[src/rtl/multicycle_controller.sv]
// Multi-cycle RV32I control FSM: sequences fetch/decode/execute/memory/writeback,
// stalls on mem_ready_i and traps on illegal encodings or stuck memory accesses.
module multicycle_controller #(
  parameter int ALU_CTRL_W = 4,
  parameter int MAX_WAIT   = 15
) (
  input  logic                  clk_i,
  input  logic                  rst_ni,
  input  logic [31:0]           instr_i,
  input  logic                  zero_i,
  input  logic                  mem_ready_i,
  output logic                  pc_write_o,
  output logic                  ir_write_o,
  output logic                  mem_read_o,
  output logic                  mem_write_o,
  output logic                  iord_o,
  output logic                  reg_write_o,
  output logic [1:0]            result_src_o,
  output logic [1:0]            alu_src_a_o,
  output logic [1:0]            alu_src_b_o,
  output logic [ALU_CTRL_W-1:0] alu_control_o,
  output logic                  pc_src_o,
  output logic [3:0]            state_o,
  output logic                  trap_o,
  output logic [1:0]            trap_cause_o
);

  typedef enum logic [3:0] {
    S_FETCH     = 4'd0,
    S_DECODE    = 4'd1,
    S_MEM_ADDR  = 4'd2,
    S_MEM_READ  = 4'd3,
    S_MEM_WB    = 4'd4,
    S_MEM_WRITE = 4'd5,
    S_EXEC_R    = 4'd6,
    S_EXEC_I    = 4'd7,
    S_ALU_WB    = 4'd8,
    S_BRANCH    = 4'd9,
    S_JAL       = 4'd10,
    S_LUI       = 4'd11,
    S_TRAP      = 4'd15
  } state_t;

  localparam logic [7:0] WAIT_MAX = 8'(MAX_WAIT);

  localparam logic [ALU_CTRL_W-1:0] ALU_ADD = ALU_CTRL_W'(4'b0010);
  localparam logic [ALU_CTRL_W-1:0] ALU_SUB = ALU_CTRL_W'(4'b0110);
  localparam logic [ALU_CTRL_W-1:0] ALU_AND = ALU_CTRL_W'(4'b0000);
  localparam logic [ALU_CTRL_W-1:0] ALU_OR  = ALU_CTRL_W'(4'b0001);

  localparam logic [1:0] A_PC   = 2'd0;
  localparam logic [1:0] A_RS1  = 2'd1;
  localparam logic [1:0] A_ZERO = 2'd2;
  localparam logic [1:0] A_OLD  = 2'd3;
  localparam logic [1:0] B_RS2  = 2'd0;
  localparam logic [1:0] B_FOUR = 2'd1;
  localparam logic [1:0] B_IMM  = 2'd2;

  localparam logic [1:0] RES_ALU = 2'd0;
  localparam logic [1:0] RES_MEM = 2'd1;
  localparam logic [1:0] RES_PC  = 2'd2;

  localparam logic [1:0] CAUSE_ILL  = 2'd1;
  localparam logic [1:0] CAUSE_TIME = 2'd2;

  state_t     state;
  state_t     state_n;
  logic [7:0] wait_cnt;
  logic [1:0] cause;
  logic [1:0] cause_n;

  logic [6:0] opcode;
  logic [2:0] funct3;
  logic [6:0] funct7;
  logic       unused_instr;

  assign opcode       = instr_i[6:0];
  assign funct3       = instr_i[14:12];
  assign funct7       = instr_i[31:25];
  assign unused_instr = ^{instr_i[24:15], instr_i[11:7]};

  logic                  r_legal;
  logic                  i_legal;
  logic                  b_legal;
  logic                  b_take;
  logic [ALU_CTRL_W-1:0] r_alu;
  logic [ALU_CTRL_W-1:0] i_alu;

  always_comb begin
    r_legal = 1'b1;
    r_alu   = ALU_ADD;
    unique case (1'b1)
      (funct7 == 7'h00 && funct3 == 3'b000): r_alu = ALU_ADD;
      (funct7 == 7'h00 && funct3 == 3'b111): r_alu = ALU_AND;
      (funct7 == 7'h00 && funct3 == 3'b110): r_alu = ALU_OR;
      (funct7 == 7'h20 && funct3 == 3'b000): r_alu = ALU_SUB;
      default:                               r_legal = 1'b0;
    endcase
  end

  always_comb begin
    i_legal = 1'b1;
    i_alu   = ALU_ADD;
    unique case (funct3)
      3'b000:  i_alu = ALU_ADD;
      3'b111:  i_alu = ALU_AND;
      3'b110:  i_alu = ALU_OR;
      default: i_legal = 1'b0;
    endcase
  end

  always_comb begin
    b_legal = 1'b1;
    b_take  = 1'b0;
    unique case (funct3)
      3'b000:  b_take = zero_i;
      3'b001:  b_take = ~zero_i;
      default: b_legal = 1'b0;
    endcase
  end

  logic is_wait;
  logic expired;

  assign is_wait = (state == S_FETCH) || (state == S_MEM_READ)
                || (state == S_MEM_WRITE);
  assign expired = (wait_cnt == WAIT_MAX);

  always_ff @(posedge clk_i or negedge rst_ni) begin
    if (!rst_ni) begin
      state    <= S_FETCH;
      wait_cnt <= 8'd0;
      cause    <= 2'd0;
    end else begin
      state <= state_n;
      // any state change re-arms the counter for the next wait state
      if (state_n != state)
        wait_cnt <= 8'd0;
      else if (is_wait && !mem_ready_i)
        wait_cnt <= wait_cnt + 8'd1;
      if (state_n == S_TRAP && state != S_TRAP)
        cause <= cause_n;
    end
  end

  always_comb begin
    state_n = state;
    cause_n = CAUSE_ILL;
    unique case (state)
      S_FETCH: begin
        if (mem_ready_i) state_n = S_DECODE;
        else if (expired) begin
          state_n = S_TRAP;
          cause_n = CAUSE_TIME;
        end
      end
      S_DECODE: begin
        unique case (opcode)
          7'h03, 7'h23: state_n = S_MEM_ADDR;
          7'h33:        state_n = S_EXEC_R;
          7'h13:        state_n = S_EXEC_I;
          7'h63:        state_n = S_BRANCH;
          7'h6F:        state_n = S_JAL;
          7'h37:        state_n = S_LUI;
          default:      state_n = S_TRAP;
        endcase
      end
      S_MEM_ADDR:
        state_n = (opcode == 7'h03) ? S_MEM_READ : S_MEM_WRITE;
      S_MEM_READ: begin
        if (mem_ready_i) state_n = S_MEM_WB;
        else if (expired) begin
          state_n = S_TRAP;
          cause_n = CAUSE_TIME;
        end
      end
      S_MEM_WB: state_n = S_FETCH;
      S_MEM_WRITE: begin
        if (mem_ready_i) state_n = S_FETCH;
        else if (expired) begin
          state_n = S_TRAP;
          cause_n = CAUSE_TIME;
        end
      end
      S_EXEC_R: state_n = r_legal ? S_ALU_WB : S_TRAP;
      S_EXEC_I: state_n = i_legal ? S_ALU_WB : S_TRAP;
      S_ALU_WB: state_n = S_FETCH;
      S_BRANCH: state_n = b_legal ? S_FETCH : S_TRAP;
      S_JAL:    state_n = S_FETCH;
      S_LUI:    state_n = S_ALU_WB;
      S_TRAP:   state_n = S_TRAP;
      default:  state_n = S_FETCH;
    endcase
  end

  always_comb begin
    pc_write_o    = 1'b0;
    ir_write_o    = 1'b0;
    mem_read_o    = 1'b0;
    mem_write_o   = 1'b0;
    iord_o        = 1'b0;
    reg_write_o   = 1'b0;
    result_src_o  = RES_ALU;
    alu_src_a_o   = A_PC;
    alu_src_b_o   = B_RS2;
    alu_control_o = ALU_ADD;
    pc_src_o      = 1'b0;
    trap_o        = 1'b0;
    unique case (state)
      S_FETCH: begin
        mem_read_o  = 1'b1;
        alu_src_b_o = B_FOUR;
        ir_write_o  = mem_ready_i;
        pc_write_o  = mem_ready_i;
      end
      S_DECODE: begin
        alu_src_a_o = A_OLD;
        alu_src_b_o = B_IMM;
      end
      S_MEM_ADDR: begin
        alu_src_a_o = A_RS1;
        alu_src_b_o = B_IMM;
      end
      S_MEM_READ: begin
        mem_read_o = 1'b1;
        iord_o     = 1'b1;
      end
      S_MEM_WB: begin
        reg_write_o  = 1'b1;
        result_src_o = RES_MEM;
      end
      S_MEM_WRITE: begin
        mem_write_o = 1'b1;
        iord_o      = 1'b1;
      end
      S_EXEC_R: begin
        alu_src_a_o   = A_RS1;
        alu_control_o = r_alu;
      end
      S_EXEC_I: begin
        alu_src_a_o   = A_RS1;
        alu_src_b_o   = B_IMM;
        alu_control_o = i_alu;
      end
      S_ALU_WB: reg_write_o = 1'b1;
      S_BRANCH: begin
        alu_src_a_o   = A_RS1;
        alu_control_o = ALU_SUB;
        pc_src_o      = 1'b1;
        pc_write_o    = b_take;
      end
      S_JAL: begin
        pc_write_o   = 1'b1;
        pc_src_o     = 1'b1;
        reg_write_o  = 1'b1;
        result_src_o = RES_PC;
      end
      S_LUI: begin
        alu_src_a_o = A_ZERO;
        alu_src_b_o = B_IMM;
      end
      S_TRAP:  trap_o = 1'b1;
      default: ;
    endcase
  end

  assign state_o      = state;
  assign trap_cause_o = cause;

endmodule
[config.mk]
export PLATFORM = sky130hd
export DESIGN_NAME = multicycle_controller
export DESIGN_NICKNAME = d
export VERILOG_FILES = /design/src/rtl/multicycle_controller.sv
export SDC_FILE = /design/constraint.sdc
export NUM_CORES = 1
export LEC_CHECK = 0
export CAP_MARGIN = 20
export CELL_PAD_IN_SITES_DETAIL_PLACEMENT = 1
export CELL_PAD_IN_SITES_GLOBAL_PLACEMENT = 2
export CORE_MARGIN = 5
export CORE_UTILIZATION = 25
export DETAILED_ROUTE_END_ITERATION = 10
export GPL_TIMING_DRIVEN = 0
export HOLD_SLACK_MARGIN = 0.1
export PLACE_DENSITY_LB_ADDON = 0.05
export SLEW_MARGIN = 20
export SYNTH_ARGS = -nofsm -noshare
export SYNTH_HDL_FRONTEND = slang
export SYNTH_SLANG_ARGS = --single-unit
[constraint.sdc]
create_clock -name clk_i -period 5.2 [get_ports clk_i]
set_input_delay 1.3 -clock clk_i [delete_from_list [all_inputs] [get_ports clk_i]]
set_output_delay 1.3 -clock clk_i [all_outputs]
set_load 0.1 [all_outputs]
==> metrics.yaml <==
grt:
  antenna_found_initial: 0
  first_global_vias: 1690
  grt_overflow_total: 0
  maximum_number_of_pins_on_one_net_before_global_route_repair: 15
  grt_first_pass_wirelength_mm: 8.71
  global_route.usage.total_pct: 14.5
synthesis:
  synth-edff-count: 0
  synth_simple_gate_area_share_pct: 35.3
  synth-async-reset-ratio_pct: 100
  synthCells: 177
  synthDistinctLibCells: 59
  seq_area_frac_synth_pct: 24.2
  share_of_the_synthesized_area_in_compound_gates_ao_oa_aoi_oai_pct: 25.3
  synth-xor-area-share_pct: 5.45
  synthesis.area_per_instance_um2: 8.17
  yosys_register_bits: 14
  synth-main-ff-cell: "sky130_fd_sc_hd__dfrtp_1"
  synth_top_family_by_area: "simple AND/OR/NAND/NOR gates"
  syn-cell-area_um2: 1450
  synthesis.nets: 214
  synth_fa_ha_area_share_pct: 0.865
  yosys-mux-area-fraction_pct: 1.38
  synthesis.yosys.warnings: 0
cts:
  clockRootBuffer: "sky130_fd_sc_hd__clkbuf_8"
  postCtsHoldBufs: 0
  cts.sinks: 14
  cts.path.max_buffers: 2
  clk_latency_ns: 0.24
  ctsHtreeMaxLevel: 1
  clock_tree_from_tritoncts: "built"
  postCtsResizedCells: 0
  clk_pin_slew_ns: 0.06
  cts_inserted_buffers: 3
  cts.repair_timing.setup_buffer_count: 0
sta:
  setup-tns-final_ns: 0
  worst_pin_slew_ns: 0.982
  headroom_to_the_max_slew_limit_pct: 34.4
  min_period_ns: 4.93
  grt_setup_unrepaired: "no"
  fin_worst_skew_ns: 0.00111
  final-hold-violation-count: 0
  timing_max_transition_violations_final: 0
  layout_worst_path_cycle_share_pct: 94.9
  max_clock_freq_mhz: 203
  finalSetupViolCount: 0
  post-route-worst-setup-slack_ns: 0.267
routing:
  drt_wl_total_mm: 5.21
  vias_per_cell: 5.23
  drtPass1Iterations: 4
  drc: 0
  drtAntennaViolNets: 0
  num_vias: 1542
  drc_marker_count_from_the_first_detailed_route_iteration: 74
  detail_route.wl_per_cell_um: 17.7
worst_setup_path:
  critical_path.reg2reg.startpoint: "state_o[1]"
  timing.reg2reg.setup_slack_ns: 2.79
  worstRegToRegCells: 8
  cp.required_ns: 3.90
  critical_path_arrival_ns: 3.63
  worstSetupPathType: "primary input to output port"
  timing.critical_path.fanout_max: 2
  critical_path.endpoint_type: "output port"
  crit_path_start: "instr_i[26]"
  setup.worst_path.start_class: "primary input"
  setup.worst_path.end: "alu_control_o[0]"
  crit-reg2reg-capture: "wait_cnt[4]"
final_layout:
  nNetsFinal: 262
  areaGrowthSynthToFinish_pct: 39.3
  fillCellCount: 703
  register_area_um2: 350
  final-instance-count-excl-fill: 295
  proportion_of_layout_cells_with_a_drive_suffix_above_1_pct: 14.3
  multi_input_comb_area_um2: 997
  antenna_cells: 0
  mostFrequentLayoutCells: "sky130_fd_sc_hd__clkdlybuf4s50_1 (43), sky130_fd_sc_hd__nand2_1 (18), sky130_fd_sc_hd__nor2_1 (16)"
  mostFrequentLayoutCell: "sky130_fd_sc_hd__clkdlybuf4s50_1"
floorplanning:
  pin_count: 60
  floorplan.die.width_um: 86.1
  floorplan.die.height_um: 86.1
  initial_core_util_pct: 25.9
  rows: 27
  die-area_um2: 7410
  fp.coreArea_um2: 5570
placed_design:
  io_buffer_count: 43
  finalWeightedCongestion: 0.806
  place.detailed.instances: 292
  dp_hpwl_mm: 4.21
  placement.setup.worst_slack_ns: 0.218
job:
  maxCapViolations: 0
run_status:
  run_status: "completed"
min_path:
  hold_path_class: "flop to flop"
[worst max-delay path: stages]
cell and delay [ns]:
sky130_fd_sc_hd__clkdlybuf4s50_1 0.40, sky130_fd_sc_hd__nor4_1 0.39, sky130_fd_sc_hd__nand2_1 0.13, sky130_fd_sc_hd__nor2_1 0.11
sky130_fd_sc_hd__o21ai_1 0.08, sky130_fd_sc_hd__nor2_1 0.09, sky130_fd_sc_hd__clkdlybuf4s50_1 1.13
[worst min path at each step]
| stage | start | cells after the start | end |
|---|---|---|---|
| 4_1_cts | trap_cause_o[0] | 1 | trap_cause_o[0] |
| 2_1_floorplan | wait_cnt[6] | 2 | wait_cnt[6] |
| 3_3_place_gp | trap_cause_o[0] | 1 | trap_cause_o[0] |
| 3_5_place_dp | trap_cause_o[0] | 1 | trap_cause_o[0] |
| 6_report | trap_cause_o[0] | 1 | trap_cause_o[0] |
| 5_1_grt | trap_cause_o[0] | 1 | trap_cause_o[0] |
[layout make-up]
class	instances	share of cell area, %
well taps	72	4.47
multi-input cells	148	49.5
plain buffers	8	3.91
clock buffers	3	2.05
inverters	7	1.30
repair buffers	43	21.4
flip-flops and latches	14	17.4
[stage by stage]
step | hold WS, ns | utilization [%] | cell area (um2)
final | 0.495 | 36.1 | 2010
after global routing | 0.532 | 36.1 | 2010
after detailed placement | 0.494 | 35.4 | 1970
after global placement | 0.476 | 35.4 | 1970
after CTS | 0.507 | 36.1 | 2010
after floorplan | 0.540 | - | 1450
[metal layers]
metal	up-vias	share of wire [%]	GRT usage (%)	wire, um
met1	750	47	19.7	2460
met5	-	0	0	0
met4	0	0.33	1.73	17
met2	38	47	24.2	2470
met3	2	5.0	3.07	259
li1	752	-	-	-
[logic make-up after synthesis]
family	count (synthesis)
and+or+nand+nor	89
AOI/OAI and AO/OA	46
buffers and inverters	15
DFF	14
xor gates and xnor gates	9
muxes	2
adders and majority gates	1
other	1
[registers in the layout, summed over array words and instances (netlist names)]
signal        flops
state_o           4
wait_cnt          8
trap_cause_o      2
[cells in the mapped netlist, types with 2 or more instances]
| library cell | count | area (um2) |
|---|---|---|
| sky130_fd_sc_hd__o311ai_0 | 2 | 17.5 |
| sky130_fd_sc_hd__a21o_1 | 2 | 15.0 |
| sky130_fd_sc_hd__nand4_1 | 4 | 25.0 |
| sky130_fd_sc_hd__mux2i_1 | 2 | 20.0 |
| sky130_fd_sc_hd__buf_2 | 2 | 10.0 |
| sky130_fd_sc_hd__clkbuf_8 | 2 | 27.5 |
| sky130_fd_sc_hd__xor2_1 | 4 | 35.0 |
| sky130_fd_sc_hd__and2b_1 | 2 | 15.0 |
| sky130_fd_sc_hd__or2b_2 | 2 | 17.5 |
| sky130_fd_sc_hd__or4_4 | 2 | 22.5 |
| sky130_fd_sc_hd__o21ai_0 | 12 | 60.1 |
| sky130_fd_sc_hd__nor2_1 | 16 | 60.1 |
| sky130_fd_sc_hd__nand2_1 | 18 | 67.6 |
| sky130_fd_sc_hd__nand3_1 | 4 | 20.0 |
| sky130_fd_sc_hd__nand2b_1 | 5 | 31.3 |
| sky130_fd_sc_hd__nor4_1 | 7 | 43.8 |
| sky130_fd_sc_hd__o21a_1 | 3 | 22.5 |
| sky130_fd_sc_hd__buf_6 | 3 | 33.8 |
| sky130_fd_sc_hd__xnor2_1 | 5 | 43.8 |
| sky130_fd_sc_hd__inv_1 | 7 | 26.3 |
| sky130_fd_sc_hd__or2_2 | 2 | 12.5 |
| sky130_fd_sc_hd__o41ai_1 | 3 | 26.3 |
| sky130_fd_sc_hd__nor3_1 | 10 | 50.1 |
| sky130_fd_sc_hd__a21oi_1 | 7 | 35.0 |
| sky130_fd_sc_hd__and3_1 | 2 | 12.5 |
| sky130_fd_sc_hd__dfrtp_1 | 14 | 350 |
| sky130_fd_sc_hd__o22ai_1 | 3 | 18.8 |
Power is left out: the tool's default activity adds up to more than one toggle a clock period on the data nets, which glitch-free logic cannot reach.
